`src/rtl/mp_ser_pkg.sv`:
```
// Shared types and frame-word helpers for the serializer scheduler.
// Lane helpers return a MAX_LANE_W-bit word; callers keep the low width_p bits.
package mp_ser_pkg;

    typedef enum logic {
        TRAIN = 1'b0,
        RUN   = 1'b1
    } state_e;

    localparam int MAX_LANE_W = 64;

    function automatic logic [MAX_LANE_W-1:0] lane_mask(input int width);
        logic [MAX_LANE_W-1:0] m;
        m = '0;
        for (int i = 0; i < MAX_LANE_W; i++) begin
            if (i < width) m[i] = 1'b1;
        end
        return m;
    endfunction

    // Alternating 1/0 from the MSB gives the receiver a clean transition-rich pattern.
    function automatic logic [MAX_LANE_W-1:0] train_lane(input int width);
        return {(MAX_LANE_W/2){2'b10}} & lane_mask(width);
    endfunction

    function automatic logic [MAX_LANE_W-1:0] idle_lane(input int width);
        return '0 & lane_mask(width);
    endfunction

endpackage

```
`src/rtl/mp_ser_rr_arb.sv`:
```
// Combinational round-robin arbiter: searches upward from last_grant+1 (mod num_req_p).
// The pointer register is owned by the caller.
module mp_ser_rr_arb #(
    parameter int num_req_p = 2,
    localparam int idx_w = (num_req_p > 1) ? $clog2(num_req_p) : 1
) (
    input  logic [num_req_p-1:0] req_v,
    input  logic                 en,
    input  logic [idx_w-1:0]     last_grant,
    output logic [num_req_p-1:0] grant_oh,
    output logic [idx_w-1:0]     grant_idx,
    output logic                 grant_v
);

    always_comb begin
        int w_j;
        w_j       = 0;
        grant_oh  = '0;
        grant_idx = '0;
        grant_v   = 1'b0;
        if (en) begin
            for (int k = 1; k <= num_req_p; k++) begin
                w_j = int'(last_grant) + k;
                if (w_j >= num_req_p) w_j = w_j - num_req_p;
                if (!grant_v && req_v[w_j]) begin
                    grant_v       = 1'b1;
                    grant_idx     = idx_w'(w_j);
                    grant_oh[w_j] = 1'b1;
                end
            end
        end
    end

endmodule

```
`src/rtl/mp_ser_scheduler.sv`:
```
// Shares one serializer between num_req_p requesters: training bursts, then
// round-robin granted frames or idle frames, one registered frame per cycle.
module mp_ser_scheduler
    import mp_ser_pkg::*;
#(
    parameter int width_p        = 16,
    parameter int els_p          = 4,
    parameter int num_req_p      = 2,
    parameter int train_frames_p = 16,
    parameter int cnt_width_p    = 16
) (
    input  logic                               clk_i,
    input  logic                               reset_i,
    input  logic [num_req_p-1:0]               req_v_i,
    input  logic [num_req_p*width_p*els_p-1:0] req_data_i,
    output logic [num_req_p-1:0]               req_yumi_o,
    input  logic                               retrain_i,
    output logic [width_p*els_p-1:0]           frame_data_o,
    output logic                               frame_v_o,
    output logic                               train_o,
    output logic [cnt_width_p-1:0]             frame_cnt_o
);

    localparam int frame_w = width_p * els_p;
    localparam int tcnt_w  = (train_frames_p > 1) ? $clog2(train_frames_p) : 1;
    localparam int ptr_w   = (num_req_p > 1) ? $clog2(num_req_p) : 1;

    localparam logic [tcnt_w-1:0]     TRAIN_LAST = tcnt_w'(train_frames_p - 1);
    localparam logic [ptr_w-1:0]      PTR_RESET  = ptr_w'(num_req_p - 1);
    localparam logic [MAX_LANE_W-1:0] TRAIN_LANE = train_lane(width_p);
    localparam logic [MAX_LANE_W-1:0] IDLE_LANE  = idle_lane(width_p);
    localparam logic [frame_w-1:0]    TRAIN_FRAME = {els_p{TRAIN_LANE[width_p-1:0]}};
    localparam logic [frame_w-1:0]    IDLE_FRAME  = {els_p{IDLE_LANE[width_p-1:0]}};

    state_e                 r_state, w_state_nxt;
    logic [tcnt_w-1:0]      r_tcnt, w_tcnt_nxt;
    logic [ptr_w-1:0]       r_last_grant, w_last_grant_nxt;
    logic [frame_w-1:0]     r_frame_data, w_frame_data_nxt;
    logic                   r_frame_v, w_frame_v_nxt;
    logic                   r_train, w_train_nxt;
    logic [cnt_width_p-1:0] r_frame_cnt, w_frame_cnt_nxt;

    logic                   w_arb_en;
    logic [num_req_p-1:0]   w_gnt_oh;
    logic [ptr_w-1:0]       w_gnt_idx;
    logic                   w_gnt_v;

    // Gating with reset_i keeps yumi low while the FSM state is still stale.
    assign w_arb_en = (r_state == RUN) && !retrain_i && !reset_i;

    mp_ser_rr_arb #(
        .num_req_p (num_req_p)
    ) u_arb (
        .req_v      (req_v_i),
        .en         (w_arb_en),
        .last_grant (r_last_grant),
        .grant_oh   (w_gnt_oh),
        .grant_idx  (w_gnt_idx),
        .grant_v    (w_gnt_v)
    );

    assign req_yumi_o = w_gnt_oh;

    always_comb begin
        w_state_nxt      = r_state;
        w_tcnt_nxt       = r_tcnt;
        w_last_grant_nxt = r_last_grant;
        w_frame_data_nxt = IDLE_FRAME;
        w_frame_v_nxt    = 1'b0;
        w_train_nxt      = 1'b0;
        w_frame_cnt_nxt  = r_frame_cnt;
        case (r_state)
            TRAIN: begin
                w_frame_data_nxt = TRAIN_FRAME;
                w_train_nxt      = 1'b1;
                if (retrain_i) begin
                    w_tcnt_nxt = '0;
                end else if (r_tcnt == TRAIN_LAST) begin
                    w_state_nxt = RUN;
                    w_tcnt_nxt  = '0;
                end else begin
                    w_tcnt_nxt = r_tcnt + 1'b1;
                end
            end
            RUN: begin
                if (retrain_i) begin
                    w_state_nxt = TRAIN;
                    w_tcnt_nxt  = '0;
                end else if (w_gnt_v) begin
                    w_frame_data_nxt = req_data_i[w_gnt_idx*frame_w +: frame_w];
                    w_frame_v_nxt    = 1'b1;
                    w_last_grant_nxt = w_gnt_idx;
                    w_frame_cnt_nxt  = r_frame_cnt + 1'b1;
                end
            end
            default: begin
                w_state_nxt = TRAIN;
                w_tcnt_nxt  = '0;
            end
        endcase
    end

    always_ff @(posedge clk_i) begin
        if (reset_i) begin
            r_state      <= TRAIN;
            r_tcnt       <= '0;
            r_last_grant <= PTR_RESET;
            r_frame_data <= '0;
            r_frame_v    <= 1'b0;
            r_train      <= 1'b0;
            r_frame_cnt  <= '0;
        end else begin
            r_state      <= w_state_nxt;
            r_tcnt       <= w_tcnt_nxt;
            r_last_grant <= w_last_grant_nxt;
            r_frame_data <= w_frame_data_nxt;
            r_frame_v    <= w_frame_v_nxt;
            r_train      <= w_train_nxt;
            r_frame_cnt  <= w_frame_cnt_nxt;
        end
    end

    assign frame_data_o = r_frame_data;
    assign frame_v_o    = r_frame_v;
    assign train_o      = r_train;
    assign frame_cnt_o  = r_frame_cnt;

endmodule

```
`config.mk`:
```
export PLATFORM = sky130hd
export DESIGN_NAME = mp_ser_scheduler
export DESIGN_NICKNAME = d
export VERILOG_FILES = /design/src/rtl/mp_ser_pkg.sv /design/src/rtl/mp_ser_rr_arb.sv /design/src/rtl/mp_ser_scheduler.sv
export SDC_FILE = /design/constraint.sdc
export NUM_CORES = 1
export LEC_CHECK = 0
export ABC_AREA = 1
export BUFFER_PORTS_ARGS = -buffer_cell sky130_fd_sc_hd__buf_4
export CORE_MARGIN = 2
export CORE_UTILIZATION = 25
export DETAILED_ROUTE_END_ITERATION = 8
export PLACE_DENSITY = 0.64
export SKIP_CTS_REPAIR_TIMING = 1
export SLEW_MARGIN = 25
export SYNTH_ARGS = -nofsm -noshare
export SYNTH_HDL_FRONTEND = slang
export SYNTH_SLANG_ARGS = --single-unit
```
`constraint.sdc`:
```
create_clock -name clk_i -period 1.5 [get_ports clk_i]
set_clock_uncertainty 0.2 [all_clocks]
set_input_delay 0.15 -clock clk_i [delete_from_list [all_inputs] [get_ports clk_i]]
set_output_delay 0.15 -clock clk_i [all_outputs]
set_load 0.005 [all_outputs]
```
==> impl_metrics.py, run 1 <==
metrics = {
    "die": {
        "rows": 43,
        "die_width_um": 122,
        "ios": 217,
        "dieHeight_um": 122,
        "initial_core_util_pct": 25.3,
        "coreArea_sq_um": 13700,
        "dieArea_sq_um": 14800,
    },
    "sta": {
        "tightest_slew_ps": 477,
        "hold_violations": 2,
        "timing.final.ws_setup_ps": -131,
        "grt_setup_unrepaired": "true",
        "fin_crit_sh_pct": 109,
        "fin_tns_setup_ps": -270,
        "fmax_mhz": 613,
        "drv_slew": 0,
        "hold_ws_ps": -57.1,
        "layout_min_cycle_time_ps": 1630,
        "max_slew_margin_pct": 67.8,
        "setup_viol": 11,
    },
    "synth": {
        "synth_area_leaders": "dfxtp_1, nor2_1, o21ai_0, nand2_1, o21ai_1",
        "synth.most_common_cell": "nor2_1",
        "yosysSeqAreaShare_pct": 50.8,
        "ys_seq_elements": 88,
        "synthMuxAreaShare_pct": 0,
        "synth_compound_area_share_pct": 16.8,
        "synth_edf_count": 0,
        "synth_top_family_by_area": "simple AND/OR/NAND/NOR gates",
        "yosys_warnings": 0,
        "synth-xor-area-share_pct": 0.505,
        "synth_cell_types": 24,
        "synthArstFlopShare_pct": 0,
        "synth_fa_ha_area_share_pct": 0.722,
        "synth_nets": 597,
        "netlist_area_sq_um": 3470,
        "yosys.area.top_type": "dfxtp_1",
        "synth.cells.most_frequent": "nor2_1, dfxtp_1, o21ai_0",
        "avgSynthCellArea_sq_um": 7.50,
        "synthCells": 462,
        "synthSimpleGateAreaFrac_pct": 23.4,
        "synth_flop_cell": "dfxtp_1",
        "synthDominantCellAreaShare_pct": 50.8,
    },
    "routing": {
        "vias_per_cell": 4.48,
        "routed-via-count": 4614,
        "drc_errors": 0,
        "routedWlPerCell_um": 14.8,
        "ant_nets": 0,
        "wl_um": 15200,
        "first_iter_violations": 210,
        "dr.pass1.iters": 5,
    },
    "global_route": {
        "overflow": 0,
        "grt_first_pass_wirelength_um": 17000,
        "grt_max_degree": 41,
        "grt_pass1_vias": 3407,
        "gr-usage-all-layers_pct": 14.8,
        "antenna_found_initial": 1,
    },
    "power_and_ir_drop": {
        "leakage_nw": 3.38,
        "p_int_w": 0.00423,
        "p_total_w": 0.00548,
        "p_clk_share_pct": 41.9,
        "power_density_nw_per_um2": 723,
        "swShare_pct": 22.9,
        "ir_drop_mv": 0.479,
        "p_sw_w": 0.00125,
        "pwr-share-seq_pct": 43.9,
        "p_comb_share_pct": 14.2,
    },
    "critical_path": {
        "path_max_fanout": 6,
        "path_class": "reg2out",
        "cp_data_required_time_ps": 1150,
        "crit_arrival_ps": 1280,
        "r2r_slack_ps": -40,
        "critPathCapture": "req_yumi_o[1]",
        "worst-r2r-cell-count": 7,
        "reg2reg_from": "r_state",
        "rr_endpoint": "frame_data_o[34]",
        "end_kind": "output pin",
        "worstSetupStartpointType": "flop",
        "cp-startpoint": "r_state",
    },
    "final_layout": {
        "fillers": 1164,
        "fin_area_sq_um": 7580,
        "area_delta_synth_final_pct": 119,
        "nNetsFinal": 979,
        "register_area_sq_um": 1770,
        "drive_gt1_share_pct": 40.5,
        "utilization_pct": 55.3,
        "multi_input_area_sq_um": 1680,
    },
    "worst_hold_path": {
        "min_path_type": "in2reg",
        "min-delay-start": "reset_i",
        "whs_path_depth": 4,
    },
    "run_status": {
        "failed_checks": "negative hold slack, negative setup slack",
        "status": "finished, violations left",
    },
    "clock_tree": {
        "cts_root_buffer": "clkbuf_16",
        "cts_tree": "built",
        "h-tree-depth": 3,
        "numCtsBuffers": 9,
        "clock-sinks": 88,
        "insertion_delay_ps": 340,
        "clockBufferDepth": 2,
        "path_clk_slew_ps": 60,
    },
    "placement": {
        "portBuffers": 216,
        "detailed_place.area_sq_um": 5460,
        "hpwlAfterDp_um": 8310,
        "gp_congestion": 0.775,
    },
    "run": {
        "maxCapViolCount": 0,
    },
}
sequential cells by signal, summed over array words and instances (netlist names):
signal / flops
r_tcnt: 4
train_o: 1
frame_cnt_o: 16
frame_v_o: 1
r_last_grant: 1
frame_data_o: 64
r_state: 1
kinds of logic after synthesis:
family / Yosys count
and+or+nand+nor: 202
buffers and inverters: 52
AOI/OAI and AO/OA: 116
xor gates and xnor gates: 2
DFF: 88
adders and majority gates: 2
metrics by stage:
stage	setup slack, ps	instances
2_1_floorplan	11.6	462
3_3_place_gp	-19.0	865
3_5_place_dp	-61.3	865
4_1_cts	-388	881
5_1_grt	-218	1030
6_report	-131	1030
per-layer routing:
| layer | up-vias | share of wire, % | GRT usage (%) |
|---|---|---|---|
| met5 | - | 0 | 0 |
| met4 | 0 | 3.6 | 7.18 |
| met3 | 50 | 7.7 | 4.40 |
| met2 | 251 | 49 | 25.0 |
| met1 | 2050 | 39 | 17.1 |
| li1 | 2263 | - | - |
critical path, stage by stage, from the launching register on:
cell,delay (ps)
dfxtp_2,340
nand2_2,70
nor2_4,150
nand2_4,100
inv_6,90
buf_12,110
buf_6,80
power groups by stage:
stage	clock (W)	sequential (W)	combinational (W)
4_1_cts	0.00235	0.00240	0.000468
2_1_floorplan	0	0.00246	0.0000873
3_5_place_dp	0	0.00246	0.000466
3_3_place_gp	0	0.00246	0.000462
5_1_grt	0.00244	0.00241	0.000831
6_report	0.00230	0.00241	0.000776
area by class of cell:
| class | count | area share, % |
|---|---|---|
| clock inverter | 6 | 0.891 |
| timing repair buffer | 398 | 46.3 |
| multi-input combinational | 322 | 22.1 |
| tap | 180 | 2.97 |
| antenna | 1 | 0.0330 |
| sequential | 88 | 23.4 |
| clock buffer | 10 | 3.02 |
| inverter | 25 | 1.30 |
worst min path at each step:
stage | endpoint | slack, ps
3_3_place_gp | frame_data_o[44] | 170
4_1_cts | frame_data_o[18] | -200
6_report | r_tcnt[3] | -60
3_5_place_dp | frame_data_o[18] | 180
2_1_floorplan | frame_cnt_o[5] | 20
5_1_grt | r_tcnt[3] | -30
cells in the final DEF (no fill, tap or decap), types with 2 or more instances in the layout:
cell	count
nand2_2	5
dlygate4sd3_1	128
clkinvlp_4	2
o21ai_1	35
xor2_1	2
buf_8	3
nand3_2	2
nand3_1	9
nand4_1	3
ha_4	2
dfxtp_2	10
nand3_4	3
nor2_4	4
inv_1	23
nand3b_1	2
nor2_1	125
o21ai_2	18
inv_6	2
buf_4	251
nand2_4	2
a21oi_1	10
clkbuf_16	14
dfxtp_1	78
buf_12	6
o21ai_0	50
nor2_2	7
nand2_1	35
buf_6	5
nor3_1	2
(Power assumes the default switching activity.)
==> run 2, diff against run 1 <==
Settings changed: ABC_AREA 1 to 0, HOLD_SLACK_MARGIN from default to 0.05, SLEW_MARGIN 25 to 20.
==> impl_metrics.py, run 2 <==
metrics = {
    "run_status": {
        "status": "finished, violations left",
        "failed_checks": "negative setup slack",
    },
    "power_and_ir_drop": {
        "p_comb_share_pct": 14.3,
        "p_int_w": 0.00438,
        "ir_drop_mv": 0.411,
        "p_sw_w": 0.00121,
        "pwr-share-seq_pct": 42.9,
        "swShare_pct": 21.7,
        "p_clk_share_pct": 42.8,
        "power_density_nw_per_um2": 749,
        "leakage_nw": 3.54,
    },
    "clock_tree": {
        "h-tree-depth": 3,
        "cts_root_buffer": "clkbuf_16",
        "clock-sinks": 88,
        "clockBufferDepth": 2,
        "numCtsBuffers": 9,
        "insertion_delay_ps": 350,
        "path_clk_slew_ps": 60,
        "cts_tree": "built",
    },
    "global_route": {
        "antenna_found_initial": 0,
        "grt_pass1_vias": 3396,
        "overflow": 0,
        "grt_first_pass_wirelength_um": 16800,
        "gr-usage-all-layers_pct": 15.0,
        "grt_max_degree": 35,
    },
    "synth": {
        "synth_nets": 505,
        "synth_cell_types": 31,
        "yosys_warnings": 0,
        "ys_seq_elements": 88,
        "synthArstFlopShare_pct": 0,
        "synthCells": 370,
        "synth-xor-area-share_pct": 2.63,
        "synth_compound_area_share_pct": 12.0,
        "synthMuxAreaShare_pct": 11.2,
        "synth.most_common_cell": "dfxtp_1",
        "synth_top_family_by_area": "simple AND/OR/NAND/NOR gates",
        "synthDominantCellAreaShare_pct": 52.9,
        "yosysSeqAreaShare_pct": 52.9,
        "synth_edf_count": 0,
        "avgSynthCellArea_sq_um": 9.01,
        "synth_fa_ha_area_share_pct": 0.751,
        "netlist_area_sq_um": 3330,
        "synth.cells.most_frequent": "dfxtp_1, nand2_1, o21ai_0",
        "synth_flop_cell": "dfxtp_1",
        "synthSimpleGateAreaFrac_pct": 16.5,
        "yosys.area.top_type": "dfxtp_1",
        "synth_area_leaders": "dfxtp_1, mux2i_1, nand2_1, o21ai_0, a21oi_1",
    },
    "die": {
        "ios": 217,
        "dieArea_sq_um": 14300,
        "dieHeight_um": 119,
        "initial_core_util_pct": 25.4,
        "coreArea_sq_um": 13100,
        "die_width_um": 119,
        "rows": 42,
    },
    "run": {
        "maxCapViolCount": 0,
    },
    "critical_path": {
        "path_class": "reg2reg",
        "cp_data_required_time_ps": 1580,
        "path_max_fanout": 6,
        "critPathTopFamily": "simple AND/OR/NAND/NOR gates",
        "crit_arrival_ps": 1960,
        "slowest_stage": "or4_4",
        "cpPeakStageDelay_ps": 570,
        "cp_cell_sequence": "ha_4 -> nand4_1 -> or4_4 -> or3_1 -> a21oi_1",
        "cp-startpoint": "frame_cnt_o[1]",
        "worst-path-buf-inv": 0,
        "end_kind": "flop",
        "reg2reg_from": "frame_cnt_o[1]",
        "worstSetupStartpointType": "flop",
    },
    "sta": {
        "grt_setup_unrepaired": "true",
        "hold_violations": 0,
        "layout_min_cycle_time_ps": 1870,
        "fin_crit_sh_pct": 125,
        "setup_viol": 71,
        "timing.final.ws_setup_ps": -374,
        "drv_slew": 0,
        "tightest_slew_ps": 726,
        "max_slew_margin_pct": 51.5,
        "fmax_mhz": 533,
    },
    "placement": {
        "pre_cts_ws_ps": -390,
        "gp_congestion": 0.815,
        "portBuffers": 216,
        "hpwlAfterDp_um": 8120,
    },
    "worst_hold_path": {
        "min_path_type": "in2reg",
        "min-delay-start": "reset_i",
    },
    "final_layout": {
        "largest_reg_flops": 64,
        "drive_gt1_share_pct": 43.4,
        "mostFrequentLayoutCells": "buf_4, dlygate4sd3_1, dfxtp_1, nand2_1, mux2i_1",
        "nNetsFinal": 885,
        "final_common_cell": "buf_4",
        "area_delta_synth_final_pct": 124,
        "n_antenna_cell": 0,
        "utilization_pct": 56.9,
    },
    "routing": {
        "vias_per_cell": 4.55,
        "drc_errors": 0,
        "routed-via-count": 4233,
        "routedWlPerCell_um": 15.6,
        "ant_nets": 0,
        "dr.pass1.iters": 4,
        "first_iter_violations": 193,
        "wl_um": 14500,
    },
}
run 2: cell count changes after synthesis, sizes merged, moves of 18 or more:
cell	change
nor2	-118
nand2	+27
inv	-18
a21oi	+27
o21ai	-65
mux2i	+34
run 2: worst paths after layout:
check	slack [ps]	endpoint	depth (start not counted)
worst max-delay path	-370	frame_cnt_o[12]	5
worst min-delay path	40	frame_cnt_o[10]	3
worst max register to register	-370	frame_cnt_o[12]	5
worst min register to register	290	r_last_grant	1
run 2: logic make-up after synthesis:
group | after synthesis
flops | 88
mux | 37
xor+xnor | 10
simple gates | 122
buf+inv | 32
compound gates | 79
fa+ha+maj | 2
run 2: through the flow:
stage	area, sq um	setup TNS (ps)	total power, W	hold WS, ps	cells
2_1_floorplan	3520	-3380	0.00255	86.0	370
3_3_place_gp	5490	-18310	0.00293	200	768
3_5_place_dp	5490	-21480	0.00294	209	768
4_1_cts	5810	-17950	0.00534	-161	784
5_1_grt	7470	-15110	0.00582	58.3	931
6_report	7470	-9840	0.00560	44.3	931
run 2: power groups by stage:
| stage | Combinational, W | Clock [W] | Sequential [W] |
|---|---|---|---|
| floorplan | 0.0000981 | 0 | 0.00246 |
| global placement | 0.000476 | 0 | 0.00245 |
| detailed placement | 0.000484 | 0 | 0.00245 |
| CTS | 0.000485 | 0.00245 | 0.00240 |
| global route | 0.000850 | 0.00256 | 0.00240 |
| finish | 0.000800 | 0.00240 | 0.00240 |
run 2: layer usage:
metal	wire length [um]	up-vias	global-route usage, %
met5	0	-	0
met4	445	0	5.07
met3	1040	36	5.22
met2	7230	224	25.8
met1	5810	1964	17.3
li1	-	2009	-
run 2: worst register-to-register path, stage by stage, from the launching register on:
cell,delay (ps)
dfxtp_4,350
ha_4,130
nand4_1,120
or4_4,570
or3_1,330
a21oi_1,120
run 2: cell type report:
| cell class | count | area, sq um |
|---|---|---|
| sequential | 88 | 1780 |
| tap | 176 | 220 |
| inverter | 7 | 30.0 |
| fill | 1051 | 5670 |
| timing repair buffer | 394 | 3430 |
| multi-input combinational | 250 | 1700 |
| clock inverter | 6 | 83.8 |
| clock buffer | 10 | 229 |
